$ cat config.mk
export PLATFORM = sky130hd
export DESIGN_NAME = lcd_pattern_gen_flat
export DESIGN_NICKNAME = d
export VERILOG_FILES = /design/src/rtl/lcd_pattern_gen_if.sv /design/src/rtl/lcd_pattern_gen.sv /design/src/flat_wrapper.sv
export SDC_FILE = /design/constraint.sdc
export NUM_CORES = 1
export LEC_CHECK = 0
export CAP_MARGIN = 20
export CORE_ASPECT_RATIO = 0.5
export CORE_MARGIN = 3
export CORE_UTILIZATION = 54
export CTS_CLUSTER_DIAMETER = 30
export CTS_CLUSTER_SIZE = 10
export DETAILED_ROUTE_END_ITERATION = 6
export GPL_TIMING_DRIVEN = 0
export PLACE_DENSITY = 0.9
export SYNTH_ARGS = -nofsm -noshare
export SYNTH_HDL_FRONTEND = slang
export SYNTH_SLANG_ARGS = --single-unit
$ cat constraint.sdc
create_clock -name sys_clk -period 6 [get_ports sys_clk]
set_input_delay 1.2 -clock sys_clk [delete_from_list [all_inputs] [get_ports sys_clk]]
set_output_delay 1.2 -clock sys_clk [all_outputs]
set_load 0.005 [all_outputs]
$ cat src/rtl/lcd_pattern_gen_if.sv
// LCD pin bundle driven by lcd_pattern_gen: sync, data enable, pixel colour,
// active-area coordinates and the frame-start strobe.
interface lcd_pattern_gen_if #(parameter int COLOR_W = 8);
  logic                   lcd_hs;
  logic                   lcd_vs;
  logic                   lcd_de;
  logic [3*COLOR_W-1:0]   lcd_rgb;
  logic [10:0]            pixel_xpos;
  logic [10:0]            pixel_ypos;
  logic                   frame_start;

  modport master (output lcd_hs, lcd_vs, lcd_de, lcd_rgb, pixel_xpos, pixel_ypos, frame_start);
  modport slave  (input  lcd_hs, lcd_vs, lcd_de, lcd_rgb, pixel_xpos, pixel_ypos, frame_start);
endinterface

$ cat src/rtl/lcd_pattern_gen.sv
// LCD test-pattern source: H/V timing plus bars/gradient/checker/solid engine.
// Define LCD_PAT_SCROLL_EN to make the colour bars scroll left by SCROLL_STEP px per frame.
module lcd_pattern_gen #(
  parameter int H_SYNC      = 1,
  parameter int H_BACK      = 46,
  parameter int H_DISP      = 800,
  parameter int H_FRONT     = 210,
  parameter int V_SYNC      = 1,
  parameter int V_BACK      = 23,
  parameter int V_DISP      = 480,
  parameter int V_FRONT     = 22,
  parameter int NUM_BARS    = 8,
  parameter int COLOR_W     = 8,
  parameter int CHK_LOG2    = 5,
  parameter int SCROLL_STEP = 1
) (
  input  logic                 sys_clk,
  input  logic                 sys_rst,
  input  logic [1:0]           mode_i,
  input  logic [3*COLOR_W-1:0] solid_rgb_i,
  lcd_pattern_gen_if.master    lcd
);

  localparam int H_TOTAL = H_SYNC + H_BACK + H_DISP + H_FRONT;
  localparam int V_TOTAL = V_SYNC + V_BACK + V_DISP + V_FRONT;
  localparam int BAR_W   = H_DISP / NUM_BARS;

  localparam logic [10:0] H_LAST   = 11'(H_TOTAL - 1);
  localparam logic [10:0] V_LAST   = 11'(V_TOTAL - 1);
  localparam logic [10:0] H_ACT    = 11'(H_SYNC + H_BACK);
  localparam logic [10:0] V_ACT    = 11'(V_SYNC + V_BACK);
  localparam logic [10:0] H_ACT_E  = 11'(H_SYNC + H_BACK + H_DISP);
  localparam logic [10:0] V_ACT_E  = 11'(V_SYNC + V_BACK + V_DISP);
  localparam logic [11:0] BAR_W_C  = 12'(BAR_W);
  localparam logic [11:0] BAR_MAX  = 12'(NUM_BARS - 1);

  localparam logic [COLOR_W-1:0] C1 = '1;
  localparam logic [COLOR_W-1:0] C0 = '0;

  if (NUM_BARS < 1 || NUM_BARS > H_DISP || SCROLL_STEP < 0 ||
      H_TOTAL > 2047 || V_TOTAL > 2047 || CHK_LOG2 > 10) begin : g_bad_cfg
    $error("lcd_pattern_gen: unsupported parameter set");
  end

  typedef enum logic [1:0] {MODE_BARS, MODE_GRAD, MODE_CHK, MODE_SOLID} mode_e;

  logic [10:0]          h_cnt_q, h_cnt_d, v_cnt_q, v_cnt_d;
  mode_e                mode_q, mode_d, mode_cur;
  logic [3*COLOR_W-1:0] solid_q, solid_d, solid_cur;
  logic                 hs_q, hs_d, vs_q, vs_d, de_q, de_d, fs_q, fs_d;
  logic [3*COLOR_W-1:0] rgb_q, rgb_d, pat;
  logic [10:0]          xpos_q, xpos_d, ypos_q, ypos_d;
  logic [10:0]          x_cur, y_cur;
  logic [11:0]          sx, bar_idx;
  logic                 frame_top;

  always_comb begin
    frame_top = (h_cnt_q == '0) && (v_cnt_q == '0);
    h_cnt_d   = h_cnt_q + 11'd1;
    v_cnt_d   = v_cnt_q;
    if (h_cnt_q == H_LAST) begin
      h_cnt_d = '0;
      v_cnt_d = (v_cnt_q == V_LAST) ? '0 : v_cnt_q + 11'd1;
    end
    // The frame's first cycle already uses the freshly sampled mode/colour.
    mode_cur  = frame_top ? mode_e'(mode_i) : mode_q;
    solid_cur = frame_top ? solid_rgb_i : solid_q;
    mode_d    = mode_cur;
    solid_d   = solid_cur;
  end

`ifdef LCD_PAT_SCROLL_EN
  localparam logic [11:0] STEP_C = 12'(SCROLL_STEP % H_DISP);
  localparam logic [11:0] H_DISP_C = 12'(H_DISP);
  logic [11:0] offset_q, offset_d;

  always_comb begin
    offset_d = offset_q;
    if (frame_top) begin
      offset_d = offset_q + STEP_C;
      if (offset_d >= H_DISP_C) offset_d = offset_d - H_DISP_C;
    end
  end

  always_ff @(posedge sys_clk or posedge sys_rst) begin
    if (sys_rst) offset_q <= '0;
    else         offset_q <= offset_d;
  end
`endif

  always_comb begin
    x_cur = h_cnt_q - H_ACT;
    y_cur = v_cnt_q - V_ACT;
    de_d  = (h_cnt_q >= H_ACT) && (h_cnt_q < H_ACT_E) &&
            (v_cnt_q >= V_ACT) && (v_cnt_q < V_ACT_E);
`ifdef LCD_PAT_SCROLL_EN
    sx = {1'b0, x_cur} + offset_q;
    if (sx >= H_DISP_C) sx = sx - H_DISP_C;
`else
    sx = {1'b0, x_cur};
`endif
    // Leftover pixels from an uneven split fold into the last bar.
    bar_idx = sx / BAR_W_C;
    if (bar_idx > BAR_MAX) bar_idx = BAR_MAX;

    pat = '0;
    unique case (mode_cur)
      MODE_BARS: begin
        case (bar_idx & 12'd7)
          12'd0:   pat = {C1, C1, C1};
          12'd1:   pat = {C1, C1, C0};
          12'd2:   pat = {C0, C1, C1};
          12'd3:   pat = {C0, C1, C0};
          12'd4:   pat = {C1, C0, C1};
          12'd5:   pat = {C1, C0, C0};
          12'd6:   pat = {C0, C0, C1};
          default: pat = {C0, C0, C0};
        endcase
      end
      MODE_GRAD:  pat = {3{COLOR_W'(x_cur)}};
      MODE_CHK:   pat = (x_cur[CHK_LOG2] ^ y_cur[CHK_LOG2]) ? {C1, C1, C1} : {C0, C0, C0};
      MODE_SOLID: pat = solid_cur;
      default:    pat = '0;
    endcase

    hs_d   = !(h_cnt_q < 11'(H_SYNC));
    vs_d   = !(v_cnt_q < 11'(V_SYNC));
    rgb_d  = de_d ? pat   : '0;
    xpos_d = de_d ? x_cur : '0;
    ypos_d = de_d ? y_cur : '0;
    fs_d   = frame_top;
  end

  always_ff @(posedge sys_clk or posedge sys_rst) begin
    if (sys_rst) begin
      h_cnt_q <= '0;
      v_cnt_q <= '0;
      mode_q  <= MODE_BARS;
      solid_q <= '0;
      hs_q    <= 1'b1;
      vs_q    <= 1'b1;
      de_q    <= 1'b0;
      rgb_q   <= '0;
      xpos_q  <= '0;
      ypos_q  <= '0;
      fs_q    <= 1'b0;
    end else begin
      h_cnt_q <= h_cnt_d;
      v_cnt_q <= v_cnt_d;
      mode_q  <= mode_d;
      solid_q <= solid_d;
      hs_q    <= hs_d;
      vs_q    <= vs_d;
      de_q    <= de_d;
      rgb_q   <= rgb_d;
      xpos_q  <= xpos_d;
      ypos_q  <= ypos_d;
      fs_q    <= fs_d;
    end
  end

  assign lcd.lcd_hs      = hs_q;
  assign lcd.lcd_vs      = vs_q;
  assign lcd.lcd_de      = de_q;
  assign lcd.lcd_rgb     = rgb_q;
  assign lcd.pixel_xpos  = xpos_q;
  assign lcd.pixel_ypos  = ypos_q;
  assign lcd.frame_start = fs_q;

endmodule

$ cat src/flat_wrapper.sv
// flat-port wrapper written by rule: the top's interface ports become plain ports
module lcd_pattern_gen_flat 
#(
  parameter int H_SYNC      = 1,
  parameter int H_BACK      = 46,
  parameter int H_DISP      = 800,
  parameter int H_FRONT     = 210,
  parameter int V_SYNC      = 1,
  parameter int V_BACK      = 23,
  parameter int V_DISP      = 480,
  parameter int V_FRONT     = 22,
  parameter int NUM_BARS    = 8,
  parameter int COLOR_W     = 8,
  parameter int CHK_LOG2    = 5,
  parameter int SCROLL_STEP = 1
)
  (sys_clk, sys_rst, mode_i, solid_rgb_i, lcd_lcd_hs, lcd_lcd_vs, lcd_lcd_de, lcd_lcd_rgb, lcd_pixel_xpos, lcd_pixel_ypos, lcd_frame_start);
  lcd_pattern_gen_if #(.COLOR_W(COLOR_W)) lcd_i ();
  input  logic sys_clk;
  input  logic sys_rst;
  input  logic [1:0] mode_i;
  input  logic [3*COLOR_W-1:0] solid_rgb_i;
  output wire logic [$bits(lcd_i.lcd_hs)-1:0] lcd_lcd_hs;
  output wire logic [$bits(lcd_i.lcd_vs)-1:0] lcd_lcd_vs;
  output wire logic [$bits(lcd_i.lcd_de)-1:0] lcd_lcd_de;
  output wire logic [$bits(lcd_i.lcd_rgb)-1:0] lcd_lcd_rgb;
  output wire logic [$bits(lcd_i.pixel_xpos)-1:0] lcd_pixel_xpos;
  output wire logic [$bits(lcd_i.pixel_ypos)-1:0] lcd_pixel_ypos;
  output wire logic [$bits(lcd_i.frame_start)-1:0] lcd_frame_start;
  assign lcd_lcd_hs = lcd_i.lcd_hs;
  assign lcd_lcd_vs = lcd_i.lcd_vs;
  assign lcd_lcd_de = lcd_i.lcd_de;
  assign lcd_lcd_rgb = lcd_i.lcd_rgb;
  assign lcd_pixel_xpos = lcd_i.pixel_xpos;
  assign lcd_pixel_ypos = lcd_i.pixel_ypos;
  assign lcd_frame_start = lcd_i.frame_start;
  lcd_pattern_gen #(.H_SYNC(H_SYNC), .H_BACK(H_BACK), .H_DISP(H_DISP), .H_FRONT(H_FRONT), .V_SYNC(V_SYNC), .V_BACK(V_BACK), .V_DISP(V_DISP), .V_FRONT(V_FRONT), .NUM_BARS(NUM_BARS), .COLOR_W(COLOR_W), .CHK_LOG2(CHK_LOG2), .SCROLL_STEP(SCROLL_STEP)) u_core (.sys_clk(sys_clk), .sys_rst(sys_rst), .mode_i(mode_i), .solid_rgb_i(solid_rgb_i), .lcd(lcd_i));
endmodule
; Word level (Yosys, flattened, before mapping)
; Cells that the tools add are included.
[word_totals]
register_bits = 98
input_bits = 28
output_inout_bits = 50
word_cells = 56
[classes]
add_sub_neg = 4
n_div = 1
magnitude_cmp = 7
n_eq_ne = 11
mux = 11
bitwise = 1
n_reduce_logical = 10
[ops]
columns = cell, n
row1 = 24-bit case mux with 7 select lines, 1
row2 = 24-bit case mux with 4 select lines, 1
row3 = 24-bit two-way mux, 3
row4 = 11-bit two-way mux, 4
row5 = "11-bit by 1-bit adder with 11-bit output, second input constant", 2
row6 = 11-bit zero test, 2
row7 = "11-bit by 1-bit < comparator with 1-bit output, second input constant", 2
row8 = "11-bit by 7-bit divider with 12-bit output, second input constant", 1
row9 = "12-bit by 3-bit greater-than comparator with 1-bit output, second input constant", 1
row10 = 12-bit zero test, 1
row11 = "11-bit by 10-bit == test with 1-bit output, second input constant", 1
row12 = "11-bit == test, second input constant", 1
row13 = "11-bit by 5-bit >= comparator with 1-bit output, second input constant", 1
row14 = "11-bit by 6-bit >= comparator with 1-bit output, second input constant", 1
row15 = "11-bit by 10-bit < comparator with 1-bit output, second input constant", 1
row16 = "11-bit by 9-bit < comparator with 1-bit output, second input constant", 1
row17 = "11-bit by 5-bit subtractor with 11-bit output, second input constant", 1
row18 = "11-bit by 6-bit subtractor with 11-bit output, second input constant", 1
row19 = "3-bit == test, second input constant", 3
row20 = "3-bit by 2-bit == test with 1-bit output, second input constant", 2
row21 = "2-bit == test, second input constant", 2
row22 = 1-bit logical AND, 4
row23 = "3-bit by 1-bit == test with 1-bit output, second input constant", 1
row24 = 3-bit two-way mux, 1
row25 = other kinds (5), 6

; Longest topological paths before layout
[logic_depth]
word_depth = 8
ltp_mapped = 17
depth_no_buf = 14

; Worst setup path before layout
; No wires, ideal clock.
[synth_timing]
path_kind = register to register
startpoint = register u_core.h_cnt_q[6]
endpoint = register u_core.rgb_q[0] (netlist: u_core.lcd.lcd_rgb[0])
setup_ns = 0.148
arrival_time_ns = 4.071
required_time_ns = 5.852
slack_ns = 1.781
path_stages_with_launch = 17
n_path_buf = 3
period_less_slack_ns = 4.219
cell_sequence = dfrtp_1 > buf_6 > or4_1 > buf_2 > or3_4 > xor2_1 > buf_6 > nor3_1 > o32ai_1 > a22oi_2 > a22oi_4 > maj3_2 > o311ai_2 > a211oi_2 > xnor2_1 > a221oi_2 > a211oi_1
[synth_between]
elab_chain_len = 8
[synth_rtl]
columns = element, line_no
row1 = "start, declared", lcd_pattern_gen.sv:47  ; logic [10:0] h_cnt_q, h_cnt_d, v_cnt_q, v_cnt_d;
row2 = "start signal, assigned", lcd_pattern_gen.sv:148  ; h_cnt_q <= h_cnt_d;
row3 = 11-bit by 6-bit subtractor with 11-bit output, lcd_pattern_gen.sv:92  ; x_cur = h_cnt_q - H_ACT;
row4 = 11-bit by 7-bit divider with 12-bit output, lcd_pattern_gen.sv:103  ; bar_idx = sx / BAR_W_C;
row5 = 12-bit by 3-bit greater-than comparator with 1-bit output, lcd_pattern_gen.sv:104  ; if (bar_idx > BAR_MAX) bar_idx = BAR_MAX;
row6 = 3-bit two-way mux, lcd_pattern_gen.sv:104
row7 = 12-bit zero test (tied with other cells), lcd_pattern_gen.sv:109  ; case (bar_idx & 12'd7)
row8 = 24-bit case mux with 7 select lines, lcd_pattern_gen.sv:109
row9 = 24-bit case mux with 4 select lines, lcd_pattern_gen.sv:107  ; unique case (mode_cur)
row10 = 24-bit two-way mux *, lcd_pattern_gen.sv:128  ; rgb_d = de_d ? pat : '0;
row11 = net u_core.rgb_d[0], lcd_pattern_gen.sv:51  ; logic [3*COLOR_W-1:0] rgb_q, rgb_d, pat;
row12 = "end signal, assigned", lcd_pattern_gen.sv:155  ; rgb_q <= rgb_d;
row13 = "end, declared", lcd_pattern_gen.sv:51
; Mark *: on every way through the listed nets, which the timed path passes. The rest lies on a longest branch.
; A chain may end at the register's enable or synchronous reset.

; Worst setup path in the final report
[layout_timing]
startpoint = register u_core.h_cnt_q[0]
endpoint = register u_core.rgb_q[2] (netlist: u_core.lcd.lcd_rgb[2])
; The elaborated chain is that of the path after synthesis.

==> flow_summary.html <==
<table>
<tr><th>Metric</th><th>Value</th></tr>
<tr><th colspan="2">Outcome</th></tr>
<tr><td>Status</td><td>finished, final reports clean</td></tr>
<tr><th colspan="2">Worst hold path</th></tr>
<tr><td>Hold Path Sink</td><td>u_core.solid_q[5]$_DFF_PP0_</td></tr>
<tr><td>Worst hold path type</td><td>flip-flop to flip-flop</td></tr>
<tr><td>Worst Hold Depth</td><td>1</td></tr>
<tr><td>Hold Startpoint</td><td>u_core.solid_q[5]$_DFF_PP0_</td></tr>
<tr><th colspan="2">Clock network</th></tr>
<tr><td>Count of H-tree levels built during CTS</td><td>3</td></tr>
<tr><td>Post-CTS Hold Fix Bufs</td><td>0</td></tr>
<tr><td>Num Clock Sinks</td><td>98</td></tr>
<tr><td>Quantity of gates resized following cts</td><td>0</td></tr>
<tr><td>Root Driver</td><td>clkbuf_16</td></tr>
<tr><td>Post-CTS Setup Inserts</td><td>0</td></tr>
<tr><td>Insertion delay to the later sink of the worst-skew pair</td><td>0.35 ns</td></tr>
<tr><td>Clock transition at the registers of the reported paths</td><td>0.07 ns</td></tr>
<tr><td>CTS tree</td><td>done</td></tr>
<tr><td>Total CTS buffers</td><td>9</td></tr>
<tr><td>Clock Path Buffers</td><td>2</td></tr>
<tr><th colspan="2">Critical path</th></tr>
<tr><td>Largest stage delay, worst path</td><td>0.63 ns</td></tr>
<tr><td>Arrival @ worst endpoint</td><td>5.16 ns</td></tr>
<tr><td>CP Cell Sequence</td><td>ha_1 &gt; clkbuf_1 &gt; and4_1 &gt; or3_4 &gt; xor2_1 &gt; o21ai_1 &gt; a21oi_1 &gt; a22oi_2 &gt; a22oi_4 &gt; maj3_2 &gt; o311ai_2 &gt; a211oi_2 &gt; xnor2_1 &gt; a221oi_2 &gt; a211oi_1</td></tr>
<tr><td>Kind of launch point of the worst setup path</td><td>flip-flop</td></tr>
<tr><td>Reg2reg path depth</td><td>15</td></tr>
<tr><td>Minimum setup slack among reg-to-reg paths</td><td>1.03 ns</td></tr>
<tr><td>Cell with the largest stage delay on the worst path</td><td>a221oi_2</td></tr>
<tr><td>Kind of capture point of the worst setup path</td><td>flip-flop</td></tr>
<tr><td>FF-to-FF Start</td><td>u_core.h_cnt_q[0]$_DFF_PP0_</td></tr>
<tr><td>Worst setup path category</td><td>flip-flop to flip-flop</td></tr>
<tr><td>Worst R2R End</td><td>u_core.lcd.lcd_rgb[2]$_DFF_PP0_</td></tr>
<tr><td>Maximum fanout encountered on the critical timing path</td><td>9</td></tr>
<tr><td>Required time of the worst setup path</td><td>6.19 ns</td></tr>
<tr><th colspan="2">STA</th></tr>
<tr><td>Time the final worst path needs with I/O delays and setup</td><td>4.97 ns</td></tr>
<tr><td>Highest clock rate</td><td>201 MHz</td></tr>
<tr><td>Setup Skew</td><td>0.00574 ns</td></tr>
<tr><td>Total negative slack</td><td>0 ns</td></tr>
<tr><td>Number of hold-slack violations in the final timing report</td><td>0</td></tr>
<tr><td>Worst hold slack</td><td>0.498 ns</td></tr>
<tr><td>Crit share post-route</td><td>0.829</td></tr>
<tr><td>Relative slew margins</td><td>0.377</td></tr>
<tr><td>Final Worst Setup Slack</td><td>1.03 ns</td></tr>
<tr><td>Unrepaired setup endpoints after global routing</td><td>no</td></tr>
<tr><td>Final setup violation count</td><td>0</td></tr>
<tr><td>Slew @ Worst Pin</td><td>0.926 ns</td></tr>
<tr><td>Final number of max-transition violations</td><td>0</td></tr>
<tr><th colspan="2">Run</th></tr>
<tr><td>Number of violations of the max-capacitance limit</td><td>0</td></tr>
<tr><th colspan="2">Final layout</th></tr>
<tr><td>N_diodes</td><td>0</td></tr>
<tr><td>Sequential cell area</td><td>2450 sq um</td></tr>
<tr><td>Final design area excluding fillers</td><td>6450 sq um</td></tr>
<tr><td>Combined area of the multi-input logic cells</td><td>2520 sq um</td></tr>
<tr><td>Area growth from synthesis to layout</td><td>24.6%</td></tr>
<tr><td>Share of final-layout standard cells stronger than drive strength 1</td><td>0.113</td></tr>
<tr><td>Fillers</td><td>606</td></tr>
<tr><td>NumNets Final</td><td>644</td></tr>
<tr><th colspan="2">Global route</th></tr>
<tr><td>Maximum number of pins on one net before global-route repair</td><td>53</td></tr>
<tr><td>Remaining Overflow, GRT</td><td>0</td></tr>
<tr><td>Vias in the first global route</td><td>4,397</td></tr>
<tr><td>Number of antenna violations at the first check in global routing</td><td>0</td></tr>
<tr><td>GRT Util Overall</td><td>0.268</td></tr>
<tr><td>Wire length of the first global-routing pass</td><td>22,400 um</td></tr>
<tr><th colspan="2">Synth</th></tr>
<tr><td>Warnings from Yosys</td><td>0</td></tr>
<tr><td>Post-synthesis cell type count</td><td>70</td></tr>
<tr><td>Proportion of synthesized chip area in sequential cells</td><td>0.474</td></tr>
<tr><td>Flops &amp; latches, synth</td><td>98</td></tr>
<tr><td>Ys flop type</td><td>dfrtp_1</td></tr>
<tr><td>Post-synthesis cell count</td><td>519</td></tr>
<tr><td>Mapped cell area</td><td>5170 sq um</td></tr>
<tr><td>Number of flops mapped to enable cells by yosys</td><td>0</td></tr>
<tr><td>Syn_nets</td><td>555</td></tr>
<tr><td>Average footprint of a synthesized cell</td><td>9.97 sq um</td></tr>
<tr><td>Async set-or-reset flop fraction in the synthesized netlist</td><td>1.00</td></tr>
<tr><th colspan="2">Routing</th></tr>
<tr><td>Total wire length after detailed routing</td><td>14,000 um</td></tr>
<tr><td>Number of DRC violations after detailed routing</td><td>0</td></tr>
<tr><td>Detailed-route via count</td><td>4,513</td></tr>
<tr><td>Antenna-violating nets left</td><td>0</td></tr>
<tr><td>Count of routing violations after the opening detailed-route iteration</td><td>487</td></tr>
<tr><td>Number of search-and-repair iterations in the first detailed-routing pass</td><td>5</td></tr>
<tr><td>Routed len/inst</td><td>19.2 um</td></tr>
<tr><td>Vias per std cell</td><td>6.18</td></tr>
<tr><th colspan="2">Placed design</th></tr>
<tr><td>Estimated wirelength of the detail-placed design</td><td>10,100 um</td></tr>
<tr><td>Cell area after placement</td><td>6120 sq um</td></tr>
<tr><td>Count of port buffers added during placement</td><td>77</td></tr>
<tr><td>Worst setup slack after placement</td><td>1.20 ns</td></tr>
<tr><td>Routability cong.</td><td>0.973</td></tr>
<tr><th colspan="2">Die</th></tr>
<tr><td>Floorplan core area</td><td>9010 sq um</td></tr>
<tr><td>Starting density of the core</td><td>0.574</td></tr>
<tr><td>Area of the die</td><td>10,900 sq um</td></tr>
<tr><td>Floorplan die width</td><td>144 um</td></tr>
<tr><td>Io pins</td><td>78</td></tr>
<tr><td>Vertical die dimension</td><td>75.2 um</td></tr>
<tr><td>Row Count</td><td>24</td></tr>
<tr><th colspan="2">Power</th></tr>
<tr><td>Peak supply drop</td><td>0.138 mV</td></tr>
<tr><td>Part of the total power dissipated in sequential elements</td><td>0.490</td></tr>
<tr><td>Switching part of the total power</td><td>0.215</td></tr>
<tr><td>Pint</td><td>1.08 mW</td></tr>
<tr><td>Leakage dissipation</td><td>2.71 nW</td></tr>
<tr><td>Switch Pwr</td><td>0.295 mW</td></tr>
<tr><td>Clock share of power</td><td>0.467</td></tr>
<tr><td>Logic gate share of total power</td><td>0.043</td></tr>
<tr><td>Power density of the placed cells</td><td>213 nW/um^2</td></tr>
</table>
==> how the worst max path moves through the flow <==
| stage | start | endpoint | slack [ns] | depth (start not counted) |
|---|---|---|---|---|
| final | u_core.h_cnt_q[0]$_DFF_PP0_ | u_core.lcd.lcd_rgb[2]$_DFF_PP0_ | 1.03 | 15 |
| after global routing | u_core.h_cnt_q[0]$_DFF_PP0_ | u_core.lcd.lcd_rgb[2]$_DFF_PP0_ | 0.78 | 15 |
| after floorplan | u_core.h_cnt_q[6]$_DFF_PP0_ | u_core.lcd.lcd_rgb[0]$_DFF_PP0_ | 1.78 | 16 |
| after CTS | u_core.h_cnt_q[0]$_DFF_PP0_ | u_core.lcd.lcd_rgb[2]$_DFF_PP0_ | 1.14 | 15 |
| after detailed placement | u_core.h_cnt_q[0]$_DFF_PP0_ | u_core.lcd.lcd_rgb[2]$_DFF_PP0_ | 1.20 | 15 |
| after global placement | sys_rst | u_core.solid_q[10]$_DFF_PP0_ | 0.97 | 2 |
==> sequential cells by signal, summed over array words and instances (netlist names) <==
signal,flops
u_core.lcd.lcd_de,1
u_core.lcd.lcd_hs,1
u_core.lcd.lcd_rgb,24
u_core.lcd.frame_start,1
u_core.v_cnt_q,11
u_core.solid_q,24
u_core.lcd.pixel_ypos,11
u_core.h_cnt_q,11
u_core.lcd.lcd_vs,1
u_core.mode_q,2
u_core.lcd.pixel_xpos,11
==> layout make-up <==
class	count	area share
multi-input combinational	372	0.390
clock inverter	5	0.0132
buffer	31	0.0211
timing repair buffer	78	0.124
clock buffer	11	0.0376
sequential	98	0.381
inverter	18	0.0109
tap	117	0.0227
==> placed cells by master, fill, tap and decap left out, types with 8 or more instances in the layout <==
cell type        netlist  layout
a211oi_1              15      15
clkdlybuf4s50_1        0      77
ha_1                   8       8
a21oi_1               40      40
dfrtp_1               96      96
xnor2_1               24      24
o21ai_0               16      16
inv_1                 17      16
mux2_2                26      26
nand2_1               51      51
clkbuf_1              24      25
clkbuf_16              0       9
nand3_1               13      13
nand4_1               13      13
nor2_1                39      39
nor3_1                12      12
==> power groups by stage <==
| stage | Clock (mW) | Combinational, mW | Sequential [mW] |
|---|---|---|---|
| after floorplan | 0 | 0.0280 | 0.684 |
| after global placement | 0 | 0.0545 | 0.684 |
| after detailed placement | 0 | 0.0589 | 0.685 |
| after CTS | 0.640 | 0.0595 | 0.672 |
| after global routing | 0.670 | 0.0651 | 0.672 |
| final | 0.640 | 0.0592 | 0.672 |
==> cell families (layout without fill, tap and decap cells) <==
logic type,count (synthesis),count (layout),share of synthesized area
simple gates,165,165,0.157
compound gates,133,133,0.181
flops,98,98,0.474
buf+inv,49,143,0.0394
xor+xnor,32,32,0.0578
mux,32,32,0.0682
fa+ha+maj,9,9,0.0215
other cells,1,1,0.000725
==> Yosys cell counts, types with 3 or more instances <==
library cell | count | area, sq um
and4_1 | 4 | 35.0
mux2_2 | 26 | 293
nor3_1 | 12 | 60.1
a21o_1 | 6 | 45.0
nand2b_1 | 4 | 25.0
clkbuf_1 | 24 | 90.1
mux2i_1 | 6 | 60.1
nor4_1 | 5 | 31.3
o21ai_1 | 5 | 25.0
a211oi_1 | 15 | 113
inv_1 | 17 | 63.8
and2_1 | 6 | 37.5
buf_2 | 4 | 20.0
xor2_1 | 7 | 61.3
or4_1 | 3 | 22.5
nand4_1 | 13 | 81.3
o21ai_0 | 16 | 80.1
dfrtp_1 | 96 | 2400
a31o_2 | 3 | 26.3
xnor2_1 | 24 | 210
nand2_1 | 51 | 191
ha_1 | 8 | 100
a31oi_1 | 7 | 43.8
o2111a_1 | 3 | 33.8
o31ai_1 | 3 | 22.5
nand3_1 | 13 | 65.1
a21oi_1 | 40 | 200
or3_1 | 3 | 18.8
nor2_1 | 39 | 146
o21a_1 | 5 | 37.5
o211ai_1 | 3 | 22.5
==> critical path, delay by kind of cell (launching register included) <==
family                   cells  cell delay (ns)
adder cells (fa/ha/maj)      2             0.61
flip-flops                   1             0.48
XOR/XNOR                     2             0.35
buffers and inverters        1             0.20
AO/OA/AOI/OAI                8             2.40
AND/OR/NAND/NOR              2             0.76
==> stage by stage <==
step,utilization,std cells,total power [mW]
2_1_floorplan,-,519,0.712
4_1_cts,0.716,730,1.37
5_1_grt,0.716,730,1.41
3_3_place_gp,0.676,713,0.738
6_report,0.716,730,1.37
3_5_place_dp,0.680,714,0.744
==> metal layers <==
layer | global-route usage | vias up | part of all wire
met2 | 0.448 | 268 | 0.47
li1 | - | 2047 | -
met1 | 0.349 | 2160 | 0.42
met3 | 0.0590 | 38 | 0.091
met5 | 0 | - | 0
met4 | 0.100 | 0 | 0.023
No activity file was read; power rests on OpenSTA's default activity.
